<file path="src/rtl/sonar_range_bcd_pkg.sv">
// rtl/sonar_range_bcd_pkg.sv - shared FSM states, iteration counts and divisor helper
// for the sonar range converter.
package sonar_pkg;

  typedef enum logic [1:0] {
    IDLE = 2'd0,
    DIV  = 2'd1,
    BCD  = 2'd2,
    DONE = 2'd3
  } state_t;

  localparam int DIV_ITERS = 32;
  localparam int BCD_ITERS = 10;

  // Whole clock cycles per microsecond times round-trip microseconds per cm.
  function automatic int cyc_per_cm(input int clk_freq, input int us_per_cm);
    return (clk_freq / 1_000_000) * us_per_cm;
  endfunction

endpackage

</file>
<file path="src/rtl/sonar_range_bcd_if.sv">
// rtl/sonar_range_bcd_if.sv - echo measurement input and BCD display output bundle.
interface sonar_range_bcd_if;

  logic [31:0] in_width;
  logic        in_timeout;
  logic        in_valid;
  logic        in_ready;
  logic [3:0]  bcd_hund;
  logic [3:0]  bcd_tens;
  logic [3:0]  bcd_ones;
  logic        out_of_range;
  logic        out_valid;

  modport master (
    output in_width, in_timeout, in_valid,
    input  in_ready, bcd_hund, bcd_tens, bcd_ones, out_of_range, out_valid
  );

  modport slave (
    input  in_width, in_timeout, in_valid,
    output in_ready, bcd_hund, bcd_tens, bcd_ones, out_of_range, out_valid
  );

endinterface

</file>
<file path="src/rtl/sonar_range_bcd_bin2bcd_seq.sv">
// rtl/sonar_range_bcd_bin2bcd_seq.sv - 10-bit binary to three BCD digits by sequential
// double-dabble, one shift per cycle.
module bin2bcd_seq
  import sonar_pkg::*;
(
  input  logic       clk,
  input  logic       rst,
  input  logic       start_i,
  input  logic [9:0] bin_i,
  output logic       done_o,
  output logic [3:0] hund_o,
  output logic [3:0] tens_o,
  output logic [3:0] ones_o
);

  localparam logic [3:0] LAST_ITER = 4'(BCD_ITERS - 1);

  // Digits live in [21:10]; the binary value shifts out of [9:0].
  logic [21:0] sr_q;
  logic [21:0] adj;
  logic [3:0]  cnt_q;
  logic        busy_q;

  always_comb begin
    adj = sr_q;
    for (int i = 0; i < 3; i++) begin
      if (sr_q[10+4*i +: 4] >= 4'd5) begin
        adj[10+4*i +: 4] = sr_q[10+4*i +: 4] + 4'd3;
      end
    end
  end

  // Asserted during the cycle whose closing edge performs the final shift.
  assign done_o = busy_q && (cnt_q == LAST_ITER);

  always_ff @(posedge clk or negedge rst) begin
    if (!rst) begin
      sr_q   <= '0;
      cnt_q  <= '0;
      busy_q <= 1'b0;
    end else if (start_i) begin
      sr_q   <= {12'd0, bin_i};
      cnt_q  <= '0;
      busy_q <= 1'b1;
    end else if (busy_q) begin
      sr_q  <= adj << 1;
      cnt_q <= cnt_q + 4'd1;
      if (done_o) begin
        busy_q <= 1'b0;
      end
    end
  end

  assign hund_o = sr_q[21:18];
  assign tens_o = sr_q[17:14];
  assign ones_o = sr_q[13:10];

endmodule

</file>
<file path="src/rtl/sonar_range_bcd.sv">
// rtl/sonar_range_bcd.sv - echo width to centimetres via restoring division, range clamp,
// then BCD digits for the display driver; fixed 43-cycle latency.
module sonar_range_bcd
  import sonar_pkg::*;
#(
  parameter int clk_freq  = 125_000_000,
  parameter int US_PER_CM = 58,
  parameter int MAX_CM    = 400
) (
  input logic               clk,
  input logic               rst,
  sonar_range_bcd_if.slave  bus
);

  localparam int          CYC_PER_CM = cyc_per_cm(clk_freq, US_PER_CM);
  localparam logic [32:0] DIVISOR    = 33'(CYC_PER_CM);
  localparam logic [4:0]  LAST_DIV   = 5'(DIV_ITERS - 1);

  state_t      state_q, state_d;
  logic [31:0] work_q;
  logic [32:0] rem_q;
  logic [4:0]  cnt_q;
  logic        timeout_q;
  logic        range_q;
  logic [3:0]  hund_q, tens_q, ones_q;
  logic        out_of_range_q;
  logic        out_valid_q;

  logic [32:0] rem_shift;
  logic [32:0] rem_step;
  logic        q_bit;
  logic [31:0] quot_next;
  logic        over;
  logic [9:0]  bcd_bin;
  logic        bcd_start;
  logic        bcd_done;
  logic [3:0]  bcd_h, bcd_t, bcd_o;

  // work_q starts as the dividend; quotient bits enter at the LSB as dividend bits leave the MSB.
  always_comb begin
    rem_shift = {rem_q[31:0], work_q[31]};
    q_bit     = rem_q[32] || (rem_shift >= DIVISOR);
    rem_step  = q_bit ? (rem_shift - DIVISOR) : rem_shift;
    quot_next = {work_q[30:0], q_bit};
    over      = (quot_next > 32'(MAX_CM)) || timeout_q;
    bcd_bin   = over ? 10'd999 : quot_next[9:0];
    bcd_start = (state_q == DIV) && (cnt_q == LAST_DIV);
  end

  always_comb begin
    state_d = state_q;
    case (state_q)
      IDLE: if (bus.in_valid) state_d = DIV;
      DIV:  if (cnt_q == LAST_DIV) state_d = BCD;
      BCD:  if (bcd_done) state_d = DONE;
      DONE: state_d = IDLE;
      default: state_d = IDLE;
    endcase
  end

  always_ff @(posedge clk or negedge rst) begin
    if (!rst) begin
      state_q        <= IDLE;
      work_q         <= '0;
      rem_q          <= '0;
      cnt_q          <= '0;
      timeout_q      <= 1'b0;
      range_q        <= 1'b0;
      hund_q         <= '0;
      tens_q         <= '0;
      ones_q         <= '0;
      out_of_range_q <= 1'b0;
      out_valid_q    <= 1'b0;
    end else begin
      state_q     <= state_d;
      out_valid_q <= 1'b0;
      case (state_q)
        IDLE: begin
          if (bus.in_valid) begin
            work_q    <= bus.in_width;
            timeout_q <= bus.in_timeout;
            rem_q     <= '0;
            cnt_q     <= '0;
          end
        end
        DIV: begin
          work_q <= quot_next;
          rem_q  <= rem_step;
          cnt_q  <= cnt_q + 5'd1;
          if (bcd_start) begin
            range_q <= over;
          end
        end
        DONE: begin
          hund_q         <= bcd_h;
          tens_q         <= bcd_t;
          ones_q         <= bcd_o;
          out_of_range_q <= range_q;
          out_valid_q    <= 1'b1;
        end
        default: ;
      endcase
    end
  end

  bin2bcd_seq u_bin2bcd (
    .clk     (clk),
    .rst     (rst),
    .start_i (bcd_start),
    .bin_i   (bcd_bin),
    .done_o  (bcd_done),
    .hund_o  (bcd_h),
    .tens_o  (bcd_t),
    .ones_o  (bcd_o)
  );

  assign bus.in_ready     = (state_q == IDLE);
  assign bus.bcd_hund     = hund_q;
  assign bus.bcd_tens     = tens_q;
  assign bus.bcd_ones     = ones_q;
  assign bus.out_of_range = out_of_range_q;
  assign bus.out_valid    = out_valid_q;

endmodule

</file>
<file path="src/flat_wrapper.sv">
// flat-port wrapper written by rule: the top's interface ports become plain ports
module sonar_range_bcd_flat import sonar_pkg::*;
#(
  parameter int clk_freq  = 125_000_000,
  parameter int US_PER_CM = 58,
  parameter int MAX_CM    = 400
)
  (clk, rst, bus_in_width, bus_in_timeout, bus_in_valid, bus_in_ready, bus_bcd_hund, bus_bcd_tens, bus_bcd_ones, bus_out_of_range, bus_out_valid);
  sonar_range_bcd_if bus_i ();
  input logic clk;
  input logic rst;
  input wire logic [$bits(bus_i.in_width)-1:0] bus_in_width;
  input wire logic [$bits(bus_i.in_timeout)-1:0] bus_in_timeout;
  input wire logic [$bits(bus_i.in_valid)-1:0] bus_in_valid;
  output wire logic [$bits(bus_i.in_ready)-1:0] bus_in_ready;
  output wire logic [$bits(bus_i.bcd_hund)-1:0] bus_bcd_hund;
  output wire logic [$bits(bus_i.bcd_tens)-1:0] bus_bcd_tens;
  output wire logic [$bits(bus_i.bcd_ones)-1:0] bus_bcd_ones;
  output wire logic [$bits(bus_i.out_of_range)-1:0] bus_out_of_range;
  output wire logic [$bits(bus_i.out_valid)-1:0] bus_out_valid;
  assign bus_i.in_width = bus_in_width;
  assign bus_i.in_timeout = bus_in_timeout;
  assign bus_i.in_valid = bus_in_valid;
  assign bus_in_ready = bus_i.in_ready;
  assign bus_bcd_hund = bus_i.bcd_hund;
  assign bus_bcd_tens = bus_i.bcd_tens;
  assign bus_bcd_ones = bus_i.bcd_ones;
  assign bus_out_of_range = bus_i.out_of_range;
  assign bus_out_valid = bus_i.out_valid;
  sonar_range_bcd #(.clk_freq(clk_freq), .US_PER_CM(US_PER_CM), .MAX_CM(MAX_CM)) u_core (.clk(clk), .rst(rst), .bus(bus_i));
endmodule
</file>
<file path="config.mk">
export PLATFORM = sky130hd
export DESIGN_NAME = sonar_range_bcd_flat
export DESIGN_NICKNAME = d
export VERILOG_FILES = /design/src/rtl/sonar_range_bcd_pkg.sv /design/src/rtl/sonar_range_bcd_if.sv /design/src/rtl/sonar_range_bcd_bin2bcd_seq.sv /design/src/rtl/sonar_range_bcd.sv /design/src/flat_wrapper.sv
export SDC_FILE = /design/constraint.sdc
export NUM_CORES = 1
export LEC_CHECK = 0
export CELL_PAD_IN_SITES_DETAIL_PLACEMENT = 0
export CELL_PAD_IN_SITES_GLOBAL_PLACEMENT = 1
export CORE_MARGIN = 3
export CORE_UTILIZATION = 46
export CTS_CLUSTER_SIZE = 16
export DETAILED_ROUTE_END_ITERATION = 12
export HOLD_SLACK_MARGIN = 0.05
export PLACE_DENSITY = 0.8
export SLEW_MARGIN = 10
export SYNTH_ARGS = -nofsm -noshare
export SYNTH_HDL_FRONTEND = slang
export SYNTH_SLANG_ARGS = --single-unit
</file>
<file path="constraint.sdc">
create_clock -name clk -period 2.7 [get_ports clk]
set_input_delay 0.54 -clock clk [delete_from_list [all_inputs] [get_ports clk]]
set_output_delay 0.54 -clock clk [all_outputs]
set_load 0.03 [all_outputs]
</file>
Yosys cells after proc, flatten, opt, wreduce, memory -nomap -nowiden:

Index checks and enable logic that the tools add are counted.

* flip-flop bits (word level): 115
* input port bits: 36

* reductions and logical operators: 11
* magnitude comparators: 5
* mux-type cells: 23
* add/subtract/negate cells: 6
* equality and inequality tests: 8

Operators by type and width (number)
* $mux 33: 2
* $pmux 33 s2: 1
* $pmux 32 s2: 1
* $mux 22: 2
* $ge 33x13->1 const B: 1
* $sub 33x13->33 const B: 1
* $gt 32x9->1 const B: 1
* $mux 32: 1
* $mux 4: 4
* $ge 4x3->1 const B: 3
* $mux 10: 1
* $pmux 5 s2: 1
* $add 4x2->4 const B: 2
* $pmux 2 s4: 1
* $mux 2: 3
* $reduce_and 2->1: 3
* $add 5x1->5 const B: 1
* $eq 5x5->1 const B: 1
* $mux 5: 1
* $add 4x1->4 const B: 1
* $eq 2x2->1 const B: 2
* $eq 4x4->1 const B: 1
* $mux 1: 4
* $ne 2x2->1 const B: 2
* other kinds (9): 12

Logic depth before layout (Yosys ltp):

* word-level depth: 6
* gate-level depth with buffers: 9
* depth with buffers taken out: 8

By module:

Synthesis repeated with hierarchy kept, for this count alone.

* cells, all modules: 620
* area, all modules: 6147.1 sq um

Modules (own cells, without submodules)
* sonar_range_bcd: cells each 470, area an instance 4694.5 sq um, times used 1
* bin2bcd_seq: cells each 150, area an instance 1452.6 sq um, times used 1

Least setup slack after synthesis:

OpenSTA, ideal clock, no wires.

* path kind: flip-flop to flip-flop
* start point: register u_core.rem_q[22]
* end point: register u_core.rem_q[26]
* period minus slack after synthesis: 2.181 ns
* arrival: 2.051 ns
* buffers on the path: 2
* slack: 0.519 ns
* required time: 2.570 ns
* stages on the path, launching flop included: 9
* cells stage by stage: dfrtp_1 -> nor4_1 -> nand2_1 -> or4_1 -> buf_6 -> buf_8 -> o211ai_2 -> xor2_1 -> o21ai_1

* longest elaborated chain between the ends: 4

Ends and longest elaborated chain
* from (decl): RTL line sonar_range_bcd.sv:21 `logic [32:0] rem_q;`
* from (signal assigned): RTL line sonar_range_bcd.sv:88 `rem_q <= rem_step;`
* $ge 33x13->1: RTL line sonar_range_bcd.sv:42 `q_bit = rem_q[32] || (rem_shift >= DIVISOR);`
* $logic_or 1x1->1: RTL line sonar_range_bcd.sv:42
* $mux 33 *: RTL line sonar_range_bcd.sv:43 `rem_step = q_bit ? (rem_shift - DIVISOR) : rem_shift;`
* $pmux 33 s2 *: RTL line sonar_range_bcd.sv:77 `case (state_q)`

Every way passes the cells marked *; elsewhere a longest branch is shown, timed or not.
A chain may end at the register's enable or synchronous reset.

Final worst setup path:

* start point: register u_core.state_q[0]
* end point: output port bus_in_ready

* longest elaborated chain between the ends: 1

Ends and longest elaborated chain
* from (decl): RTL line sonar_range_bcd.sv:19 `state_t state_q, state_d;`
* from (signal assigned): RTL line sonar_range_bcd.sv:75 `state_q <= state_d;`
* $logic_not 2->1: RTL line sonar_range_bcd.sv:117 `assign bus.in_ready = (state_q == IDLE);`
* to (decl): RTL line flat_wrapper.sv:15 `output wire logic [$bits(bus_i.in_ready)-1:0] bus_in_ready;`

No other way between the ends.

==> flow_summary.html <==
<table>
<tr><th>Metric</th><th>Value</th></tr>
<tr><th colspan="2">Power</th></tr>
<tr><td>Pint</td><td>4.299 mW</td></tr>
<tr><td>Part of the total power dissipated in the clock network</td><td>0.307</td></tr>
<tr><td>Share of total power in combinational logic</td><td>0.327</td></tr>
<tr><td>Net switching component of the power</td><td>2.413 mW</td></tr>
<tr><td>Largest vdd supply drop</td><td>0.4976 mV</td></tr>
<tr><td>Standby leakage power</td><td>3.179 nW</td></tr>
<tr><td>Total power divided by cell area</td><td>918.4 nW/um2</td></tr>
<tr><td>Sw Ratio</td><td>0.3595</td></tr>
<tr><td>Relative contribution of sequential cells to total power</td><td>0.366</td></tr>
<tr><th colspan="2">Timing</th></tr>
<tr><td>Slack of the critical path</td><td>0.1730 ns</td></tr>
<tr><td>Worst setup skew after layout</td><td>0.006486 ns</td></tr>
<tr><td>Final clock period utilization by the worst path</td><td>0.9359</td></tr>
<tr><td>Max-slew violation total from the final report</td><td>0</td></tr>
<tr><td>Shortest period the worst path allows</td><td>2.527 ns</td></tr>
<tr><td>Top achievable clock speed</td><td>0.3957 GHz</td></tr>
<tr><td>Hold WS</td><td>0.1212 ns</td></tr>
<tr><td>Total negative slack for setup checks</td><td>0 ns</td></tr>
<tr><td>Transition time of the tightest slew-check pin</td><td>0.7316 ns</td></tr>
<tr><td>Hold Vio Cnt, Final</td><td>0</td></tr>
<tr><td>RSZ-0062 raised after global routing</td><td>false</td></tr>
<tr><td>Relative slew slack</td><td>0.5061</td></tr>
<tr><td>Setup-violating endpoint count in the final report</td><td>0</td></tr>
<tr><th colspan="2">Final layout</th></tr>
<tr><td>Fraction of final layout cells sized beyond drive strength 1</td><td>0.1212</td></tr>
<tr><td>Post-layout nets</td><td>725</td></tr>
<tr><td>Area of the multi-input gates</td><td>2943 um2</td></tr>
<tr><td>Count of filler cells inserted in the layout</td><td>1166</td></tr>
<tr><td>Antenna Diode Count</td><td>0</td></tr>
<tr><td>FF+latch area</td><td>2878 um2</td></tr>
<tr><td>Area overhead of the layout relative to synthesis</td><td>20.70%</td></tr>
<tr><th colspan="2">Logic synthesis</th></tr>
<tr><td>Number of flops mapped to enable cells by yosys</td><td>0</td></tr>
<tr><td>Synthesized netlist net count</td><td>670</td></tr>
<tr><td>Primary FF master, synth</td><td>sky130_fd_sc_hd__dfrtp_1</td></tr>
<tr><td>Number of instances in the synthesized netlist</td><td>619</td></tr>
<tr><td>Proportion of register bits with asynchronous set or reset after synthesis</td><td>1.000</td></tr>
<tr><td>Combined area of all synthesized cells</td><td>6056 um2</td></tr>
<tr><td>Synth warnings</td><td>0</td></tr>
<tr><td>Mean post-synth cell area</td><td>9.783 um2</td></tr>
<tr><td>Part of the Yosys area used for sequential elements</td><td>0.4752</td></tr>
<tr><td>Count of cell types in the netlist</td><td>55</td></tr>
<tr><td>#FFs+latches synth</td><td>115</td></tr>
<tr><th colspan="2">Global routing</th></tr>
<tr><td>Leftover overflow at the end of global routing</td><td>0</td></tr>
<tr><td>Largest net degree at the start of global routing</td><td>47</td></tr>
<tr><td>Met3 global-route usage</td><td>0.05706</td></tr>
<tr><td>Global Route Usage Sum</td><td>0.1929</td></tr>
<tr><td>Gr busiest metal</td><td>met2</td></tr>
<tr><td>Global-route met1 utilization</td><td>0.2525</td></tr>
<tr><td>Global routing usage on met2</td><td>0.3053</td></tr>
<tr><td>Number of antenna violations at the first check in global routing</td><td>0</td></tr>
<tr><td>First-pass GRT wire length</td><td>22290 um</td></tr>
<tr><td>Vias in the first global route</td><td>4619</td></tr>
<tr><th colspan="2">Place</th></tr>
<tr><td>Gpl congestion</td><td>0.7973</td></tr>
<tr><td>Post-placement setup slack</td><td>0.2785 ns</td></tr>
<tr><td>PortBufs</td><td>50</td></tr>
<tr><td>Post-DP HPWL</td><td>9086 um</td></tr>
<tr><th colspan="2">Floorplanning</th></tr>
<tr><td>Boundary pin count</td><td>51</td></tr>
<tr><td>Total die area</td><td>14580 um2</td></tr>
<tr><td>Effective utilization at floorplan</td><td>0.4760</td></tr>
<tr><td>Horizontal die dimension</td><td>120.7 um</td></tr>
<tr><td>Die Span Y</td><td>120.7 um</td></tr>
<tr><td>Std cell rows</td><td>41</td></tr>
<tr><td>Core area</td><td>12720 um2</td></tr>
<tr><th colspan="2">Worst setup path</th></tr>
<tr><td>Register-to-Register Path Depth</td><td>7</td></tr>
<tr><td>Cell Chain, Critical Path</td><td>inv_1, ha_1, clkdlybuf4s50_1</td></tr>
<tr><td>Worst EP required</td><td>2.16 ns</td></tr>
<tr><td>Critical setup path kind</td><td>flop to primary output</td></tr>
<tr><td>Kind of launch point of the worst setup path</td><td>flop</td></tr>
<tr><td>Largest incremental delay on the critical path</td><td>0.74 ns</td></tr>
<tr><td>Highest net fanout along the worst path</td><td>7</td></tr>
<tr><td>Endpoint class of the critical path</td><td>primary output</td></tr>
<tr><td>Critical-path cell with the highest stage delay</td><td>sky130_fd_sc_hd__clkdlybuf4s50_1</td></tr>
<tr><td>Data arrival time of the critical path</td><td>1.99 ns</td></tr>
<tr><th colspan="2">Routing</th></tr>
<tr><td>First-pass iteration count of the detailed router</td><td>4</td></tr>
<tr><td>DRC violation count after routing</td><td>0</td></tr>
<tr><td>DR WL/cell</td><td>15.09 um</td></tr>
<tr><td>Vias/cell</td><td>5.380</td></tr>
<tr><td>Detail Route Antenna Nets</td><td>0</td></tr>
<tr><td>Total wire length</td><td>12930 um</td></tr>
<tr><td>Via count</td><td>4611</td></tr>
<tr><td>Iteration-0 DRC Markers</td><td>276</td></tr>
<tr><th colspan="2">Run status</th></tr>
<tr><td>Result of the run</td><td>finished, final reports clean</td></tr>
<tr><th colspan="2">Clock tree</th></tr>
<tr><td>Clock tree from TritonCTS</td><td>yes</td></tr>
<tr><td>Quantity of hold-fixing buffers added after cts</td><td>0</td></tr>
<tr><td>Clock slew seen by the registers of the worst setup and hold paths</td><td>0.05 ns</td></tr>
<tr><td>Number of buffers inserted during clock tree synthesis</td><td>17</td></tr>
<tr><td>Setup Buffers After CTS</td><td>0</td></tr>
<tr><td>Clock buffer depth</td><td>2</td></tr>
<tr><td>Worst-Skew Late Latency</td><td>0.41 ns</td></tr>
<tr><td>Clock root buffer</td><td>sky130_fd_sc_hd__clkbuf_16</td></tr>
<tr><td>Number of clock sinks</td><td>115</td></tr>
<tr><td>CTS resizes</td><td>0</td></tr>
<tr><td>CTS HTree Levels</td><td>4</td></tr>
<tr><th colspan="2">Min path</th></tr>
<tr><td>Type of the most critical hold path</td><td>input pin to async pin</td></tr>
<tr><th colspan="2">Run</th></tr>
<tr><td>Max-cap violations</td><td>0</td></tr>
</table>
==> power groups by stage <==
stage	clock [mW]	combinational [mW]	sequential [mW]
floorplan	0	1.75	2.36
global placement	0	2.17	2.47
detailed placement	0	2.22	2.48
CTS	2.11	2.22	2.46
global route	2.19	2.48	2.52
finish	2.06	2.20	2.46
==> cells in the mapped netlist (5+ instances only) <==
cell                       instances  area [um2]
sky130_fd_sc_hd__ha_1             15       187.7
sky130_fd_sc_hd__nand3_1           8       40.04
sky130_fd_sc_hd__nor4_1            9       56.30
sky130_fd_sc_hd__xor2_1           16       140.1
sky130_fd_sc_hd__mux2_2           14       157.7
sky130_fd_sc_hd__mux2i_1          36       360.4
sky130_fd_sc_hd__nor2_1           28       105.1
sky130_fd_sc_hd__clkbuf_1         24       90.09
sky130_fd_sc_hd__dfrtp_1         115        2878
sky130_fd_sc_hd__nor3_1           20       100.1
sky130_fd_sc_hd__a21oi_1          33       165.2
sky130_fd_sc_hd__or4_1             6       45.04
sky130_fd_sc_hd__o21ai_1           8       40.04
sky130_fd_sc_hd__nand2_1          88       330.3
sky130_fd_sc_hd__nand2b_1          5       31.28
sky130_fd_sc_hd__o21ai_0          81       405.4
sky130_fd_sc_hd__inv_1            16       60.06
sky130_fd_sc_hd__xnor2_1          17       148.9
sky130_fd_sc_hd__or3_1             6       37.54
==> flip-flops by register name, indices dropped and copies added (netlist names) <==
name                     flops
u_core.bus.out_of_range      1
u_core.u_bin2bcd.busy_q      1
u_core.bus.bcd_ones          4
u_core.cnt_q                 5
u_core.u_bin2bcd.cnt_q       4
u_core.bus.out_valid         1
u_core.bus.bcd_tens          4
u_core.state_q               2
u_core.rem_q                33
u_core.timeout_q             1
u_core.u_bin2bcd.sr_q       22
u_core.work_q               32
u_core.range_q               1
u_core.bus.bcd_hund          4
==> kinds of logic after synthesis <==
kind of cell	count (synthesis)	synth area share
flip-flops	115	0.4752
buffers and inverters	52	0.03946
multiplexers	50	0.08554
AO/OA/AOI/OAI	158	0.1605
XOR/XNOR	33	0.04773
AND/OR/NAND/NOR	196	0.1605
adder cells (fa/ha/maj)	15	0.03099
==> placed cells by master (no fill, tap or decap), drive strengths merged, types with 4 or more instances in the layout <==
| master | count |
|---|---|
| a21oi | 33 |
| and3 | 4 |
| buf | 23 |
| clkbuf | 25 |
| clkdlybuf4s50 | 49 |
| dfrtp | 115 |
| ha | 15 |
| inv | 16 |
| mux2 | 14 |
| mux2i | 36 |
| nand2 | 88 |
| nand2b | 5 |
| nand3 | 8 |
| nor2 | 28 |
| nor3 | 20 |
| nor3b | 4 |
| nor4 | 12 |
| o211ai | 9 |
| o21ai | 93 |
| or3 | 6 |
| or4 | 6 |
| xnor2 | 17 |
| xor2 | 16 |
==> worst max-delay path: cells and delay by family (launching register included) <==
family / cells / cell delay (ns)
flip-flops: 1 / 0.40
adder cells (fa/ha/maj): 1 / 0.34
buffers and inverters: 2 / 0.84
==> metal layers <==
layer  up-vias  part of all wire
met4         0             0.014
li1       2298                 -
met2        91              0.48
met1      2207              0.47
met3        15             0.045
met5         -                 0
==> worst paths after layout <==
path	slack, ns	to	from
max	0.17	bus_in_ready	u_core.state_q[0]$_DFFE_PN0P_
min	0.12	u_core.u_bin2bcd.sr_q[12]$_DFFE_PN0P_	rst
max reg2reg	0.26	u_core.rem_q[32]$_DFFE_PN0P_	u_core.rem_q[26]$_DFFE_PN0P_
min reg2reg	0.47	u_core.rem_q[32]$_DFFE_PN0P_	u_core.rem_q[32]$_DFFE_PN0P_
max in group asynchronous	1.90	u_core.bus.bcd_tens[0]$_DFFE_PN0P_	rst
min in group clk	0.47	u_core.rem_q[32]$_DFFE_PN0P_	u_core.rem_q[32]$_DFFE_PN0P_
==> through the flow <==
stage / util / cell area, um2 / power, mW / std cells
3_5_place_dp: 0.5323 / 6771 / 4.696 / 827
4_1_cts: 0.5745 / 7310 / 6.794 / 857
2_1_floorplan: - / 6056 / 4.112 / 619
5_1_grt: 0.5745 / 7310 / 7.189 / 857
3_3_place_gp: 0.5323 / 6771 / 4.636 / 827
6_report: 0.5745 / 7310 / 6.713 / 857
==> final cells by class <==
| class | count | area share |
|---|---|---|
| Multi-Input combinational cell | 452 | 0.4026 |
| Sequential cell | 115 | 0.3937 |
| Timing Repair Buffer | 72 | 0.09243 |
| Clock buffer | 25 | 0.06642 |
| Tap cell | 172 | 0.02944 |
| Inverter | 16 | 0.008216 |
| Clock inverter | 5 | 0.007189 |
Note: power is estimated with default switching activity, not from simulation.
